[src/rtl/topk_drain.sv]
// Streams the top-K elements of each descending sorted vector over valid/ready. Build option: TOPK_DROP_CNT_EN adds drop_cnt_o.
// Latency: a vector captured into an empty buffer appears as rank 0 on the next cycle. Each handshake then advances one element.
// Backpressure: this block never stalls its input. It buffers two vectors and drops a third vector while the buffer is full.
module topk_drain #(
  parameter int DATAWIDTH  = 8,
  parameter int DATALENGTH = 32,
  parameter int K          = 8,
  localparam int RANKW     = (DATALENGTH > 1) ? $clog2(DATALENGTH) : 1
) (
  input  logic                                 clk_i,
  input  logic                                 rstn_i,
  input  logic                                 in_valid_i,
  input  logic [DATALENGTH-1:0][DATAWIDTH-1:0] x_i,
  input  logic                                 clr_ovf_i,
  output logic                                 y_valid_o,
  input  logic                                 y_ready_i,
  output logic [DATAWIDTH-1:0]                 y_o,
  output logic [RANKW-1:0]                     y_rank_o,
  output logic                                 y_last_o,
  output logic                                 busy_o,
  output logic                                 overflow_o
`ifdef TOPK_DROP_CNT_EN
  ,
  output logic [15:0]                          drop_cnt_o
`endif
);

  localparam int KW = (K > 1) ? $clog2(K) : 1;
  localparam logic [RANKW-1:0] LAST_RANK = RANKW'(K - 1);
  localparam logic [0:0] IDLE  = 1'b0;
  localparam logic [0:0] DRAIN = 1'b1;

  if (K < 1 || K > DATALENGTH) begin : g_bad_k
    $error("topk_drain: K must lie in 1..DATALENGTH");
  end

  logic [DATAWIDTH-1:0] mem [2][K];
  logic                 wr_ptr, rd_ptr;
  logic [1:0]           count;
  logic [RANKW-1:0]     rank;
  logic [0:0]           state;
  logic                 overflow;
  logic                 hs, pop, cap, drop, at_last, full;
  logic                 unused_x;

  // Elements beyond rank K-1 are never stored.
  assign unused_x = ^x_i;

  assign full    = (count == 2'd2);
  assign at_last = (rank == LAST_RANK);
  assign hs      = y_valid_o & y_ready_i;
  assign pop     = hs & at_last;
  assign cap     = in_valid_i & (~full | pop);
  assign drop    = in_valid_i & full & ~pop;

  assign y_valid_o  = (count != 2'd0);
  assign y_o        = y_valid_o ? mem[rd_ptr][rank[KW-1:0]] : '0;
  assign y_rank_o   = rank;
  assign y_last_o   = y_valid_o & at_last;
  assign busy_o     = (state == DRAIN);
  assign overflow_o = overflow;

  always_ff @(posedge clk_i) begin
    if (cap) begin
      for (int j = 0; j < K; j++) begin
        mem[wr_ptr][j] <= x_i[j];
      end
    end
  end

  always_ff @(posedge clk_i or negedge rstn_i) begin
    if (!rstn_i) begin
      wr_ptr   <= 1'b0;
      rd_ptr   <= 1'b0;
      count    <= 2'd0;
      rank     <= '0;
      state    <= IDLE;
      overflow <= 1'b0;
    end else begin
      if (cap) wr_ptr <= ~wr_ptr;
      if (pop) rd_ptr <= ~rd_ptr;
      case ({cap, pop})
        2'b10:   count <= count + 2'd1;
        2'b01:   count <= count - 2'd1;
        default: count <= count;
      endcase
      if (hs) rank <= at_last ? '0 : rank + RANKW'(1);
      case (state)
        IDLE:    if (cap) state <= DRAIN;
        DRAIN:   if (pop && count == 2'd1 && !cap) state <= IDLE;
        default: state <= IDLE;
      endcase
      // A drop in the same cycle as a clear leaves the flag set.
      if (drop)           overflow <= 1'b1;
      else if (clr_ovf_i) overflow <= 1'b0;
    end
  end

`ifdef TOPK_DROP_CNT_EN
  logic [15:0] drop_cnt;
  assign drop_cnt_o = drop_cnt;

  always_ff @(posedge clk_i or negedge rstn_i) begin
    if (!rstn_i) begin
      drop_cnt <= 16'd0;
    end else if (clr_ovf_i) begin
      drop_cnt <= drop ? 16'd1 : 16'd0;
    end else if (drop && drop_cnt != 16'hFFFF) begin
      drop_cnt <= drop_cnt + 16'd1;
    end
  end
`endif

endmodule

[config.mk]
export PLATFORM = sky130hd
export DESIGN_NAME = topk_drain
export DESIGN_NICKNAME = d
export VERILOG_FILES = /design/src/rtl/topk_drain.sv
export SDC_FILE = /design/constraint.sdc
export NUM_CORES = 1
export LEC_CHECK = 0
export CAP_MARGIN = 25
export CELL_PAD_IN_SITES_DETAIL_PLACEMENT = 2
export CELL_PAD_IN_SITES_GLOBAL_PLACEMENT = 2
export CORE_ASPECT_RATIO = 2
export CORE_MARGIN = 2
export CORE_UTILIZATION = 30
export CTS_BUF_LIST = sky130_fd_sc_hd__clkbuf_4 sky130_fd_sc_hd__clkbuf_8
export CTS_CLUSTER_DIAMETER = 150
export DETAILED_ROUTE_END_ITERATION = 10
export PLACE_DENSITY = 0.91
export SYNTH_ARGS = -nofsm -noshare
export SYNTH_HDL_FRONTEND = slang
export SYNTH_SLANG_ARGS = --single-unit
[constraint.sdc]
create_clock -name clk_i -period 8.3 [get_ports clk_i]
set_input_delay 1.66 -clock clk_i [delete_from_list [all_inputs] [get_ports clk_i]]
set_output_delay 1.66 -clock clk_i [all_outputs]
set_load 0.03 [all_outputs]
==> run summary <==
Outcome = finished, final reports clean
Final Wtd Congestion = 0.731
CP endpoint kind = output port
WL per Instance = 21.2 um
DRC violations left = 0
Antenna violations before repair = 0
Pre-antenna DRT Iters = 4
Synth unique cells = 38
Worst slew margin relative to its limit = 0.465
Crit path arrival time = 3.22 ns
CTS Sinks = 139
Setup tns final = 0 ns
Synth top cells by count = edfxtp_1 (128), mux4_2 (22), mux2i_1 (16), dfrtp_1 (11), nand2_1 (11)
DR iter-0 viols = 110
# nets final = 633
Mapped cell area = 5550 um^2
Top post-synthesis cells by area = edfxtp_1 (69%), mux4_2 (8.9%), dfrtp_1 (5.0%)
Post-Syn Nets = 535
Area of the multi-input gates = 1310 um^2
CTS tree = yes
Via-to-Cell Ratio = 4.90
Die ar. = 19700 um^2
Post-CTS setup buffer count = 0
H-tree levels = 4
Area growth, synth to finish = 26.4%
Slowest-stage cell, CP = clkdlybuf4s50_1
Chip width = 100 um
Worst Tran Pin Value = 0.802 ns
Post-synth EDFFs = 128
Fraction of layout cells with a size suffix above 1 = 0.168
Critical path, cell by cell = buf_4 > nor2b_1 > a22oi_1 > a22o_1 > a221o_1 > clkdlybuf4s50_1
Leading register cell type out of synthesis = edfxtp_1
Max_cap viols = 0
Clk_skew = 0.0109 ns
ANT cells = 0
Fin crit share = 0.588
CP delay by family, top = buffers and inverters
Num rows = 70
Post-synthesis sequential area ratio = 0.742
Clock-pin slew on the worst setup and hold paths = 0.08 ns
Top achievable clock speed = 205 MHz
Post-CTS Hold Buffers = 0
Largest area contributor in the netlist = edfxtp_1
Critical path type = reg -> out
Worst-Skew Late Latency = 0.44 ns
Final antenna-violating net count = 0
Root Buffer = clkbuf_8
Global-route wire length before repair = 19400 um
Fin crit period = 4.88 ns
Stages on the worst setup path = 6
Most common cell in the netlist = edfxtp_1
CTS max path bufs = 2
Async SR Flop Fraction = 0.0791
Peak supply drop = 0.132 mV
Port Buffers = 85
Synth top area share = 0.692
RSZ-0062 raised after global routing = false
Vias in the first global route = 3389
Launching element type of the critical path = register
Avg Inst Size Synth = 20.6 um^2
Vias post-DR = 2926
Register area = 4120 um^2
Final hold vios = 0
Worst R2R Path Depth = 7
Total gr overflow = 0
Slew Limit Fails = 0
Dpl hpwl = 8780 um
Largest net degree at the start of global routing = 57
Fin util = 0.385
WHS Path Cells = 1
Starting Density = 0.305
Setup Viol. Count Final = 0
GRT Overall Usage = 0.137
FILL cells = 1795
Synth Register Bits = 139
PD cells = 362 nW/um^2
Crit Path Max Fanout = 16
Hold Crit Class = reg -> reg
Cts repair resizes = 0
Chip height = 196 um
Wirelength, routed = 12600 um
Cells after Synth = 270
Core area = 18200 um^2
WP data required = 6.64 ns
Leakage Power = 2.36 nW
Buf/Inv on CP = 2
I/O pins = 278
Ys Warns = 0
Total CTS buffers = 17
CP max stage delay = 0.64 ns
[final timing paths]
kind	from	end	slack (ns)
worst min register to register	count[0]$_DFFE_PN0P_	count[0]$_DFFE_PN0P_	0.52
worst max-delay path	y_rank_o[0]$_DFFE_PN0P_	y_o[4]	3.42
min in group asynchronous	rstn_i	count[1]$_DFFE_PN0P_	1.57
max in group asynchronous	rstn_i	rd_ptr$_DFFE_PN0N_	6.33
worst min-delay path	count[0]$_DFFE_PN0P_	count[0]$_DFFE_PN0P_	0.52
worst max register to register	y_rank_o[1]$_DFFE_PN0P_	mem[0][31]$_DFFE_PP_	4.59
[cell families (layout without fill, tap and decap cells)]
family                     Yosys count  in the layout  share of synthesized area
and+or+nand+nor                     35             35                     0.0320
buffers and inverters               16            127                     0.0250
xor gates and xnor gates             6              6                    0.00946
muxes                               45             45                      0.148
AOI/OAI and AO/OA                   25             25                     0.0345
adders and majority gates            4              4                    0.00901
DFF                                139            139                      0.742
[cells in the final DEF, fill, tap and decap left out, types with 4 or more instances in the layout]
master | netlist | routed
inv_1 | 5 | 5
mux2i_1 | 16 | 16
edfxtp_1 | 128 | 128
buf_4 | 2 | 5
and3_1 | 5 | 4
clkinvlp_4 | 0 | 5
nor2_1 | 8 | 7
xnor2_1 | 4 | 4
a22oi_1 | 4 | 4
a22o_1 | 4 | 4
nand2_1 | 11 | 11
clkbuf_8 | 0 | 17
mux4_2 | 22 | 22
clkdlybuf4s50_1 | 0 | 85
ha_1 | 4 | 4
a221o_1 | 4 | 4
dfrtp_1 | 11 | 10
mux4_1 | 6 | 6
o22ai_1 | 5 | 5
[worst reg2reg max path, cell delays in order (launching register included)]
cell     delay [ns]
dfrtp_1        0.48
buf_4          0.43
ha_1           0.31
or3b_2         0.51
o21ai_0        0.41
nand2_1        0.20
nor2_4         0.27
buf_4          0.65
[flip-flops by register name, summed over array words and instances (netlist names)]
signal and count:
wr_ptr 1, overflow_o 1, mem 128, rd_ptr 1
count 2, y_rank_o 5, busy_o 1
[where the power goes]
part | leakage, nW | switching (mW) | internal (mW)
Sequential | 1.32 | 0.0695 | 0.960
Combinational | 0.847 | 0.530 | 0.406
Clock | 0.194 | 0.269 | 0.306
[layout make-up]
cell class	instances	area share
repair buffers	90	0.127
inverters	5	0.00267
clock inverters	13	0.0237
clock buffers	19	0.0355
multi-input cells	115	0.186
well taps	216	0.0385
flip-flops and latches	139	0.587
[stage by stage]
step	worst slack (ns)	instance area [um^2]	instances	total power [mW]	hold slack, ns
global placement	3.93	6600	565	1.95	0.493
finish	3.42	7020	597	2.54	0.519
floorplan	2.95	5550	270	1.68	0.460
CTS	3.31	7020	597	2.60	0.529
detailed placement	3.83	6600	565	2.01	0.515
global route	3.16	7020	597	2.69	0.557
[layer usage]
metal / vias to the layer above / track usage / wire length, um / part of all wire
met2: 80 / 0.240 / 7000 / 0.55
met4: 0 / 0.0726 / 345 / 0.027
li1: 1308 / - / - / -
met3: 17 / 0.0259 / 338 / 0.027
met1: 1521 / 0.154 / 4960 / 0.39
met5: - / 0 / 0 / 0
(Power assumes the default switching activity.)
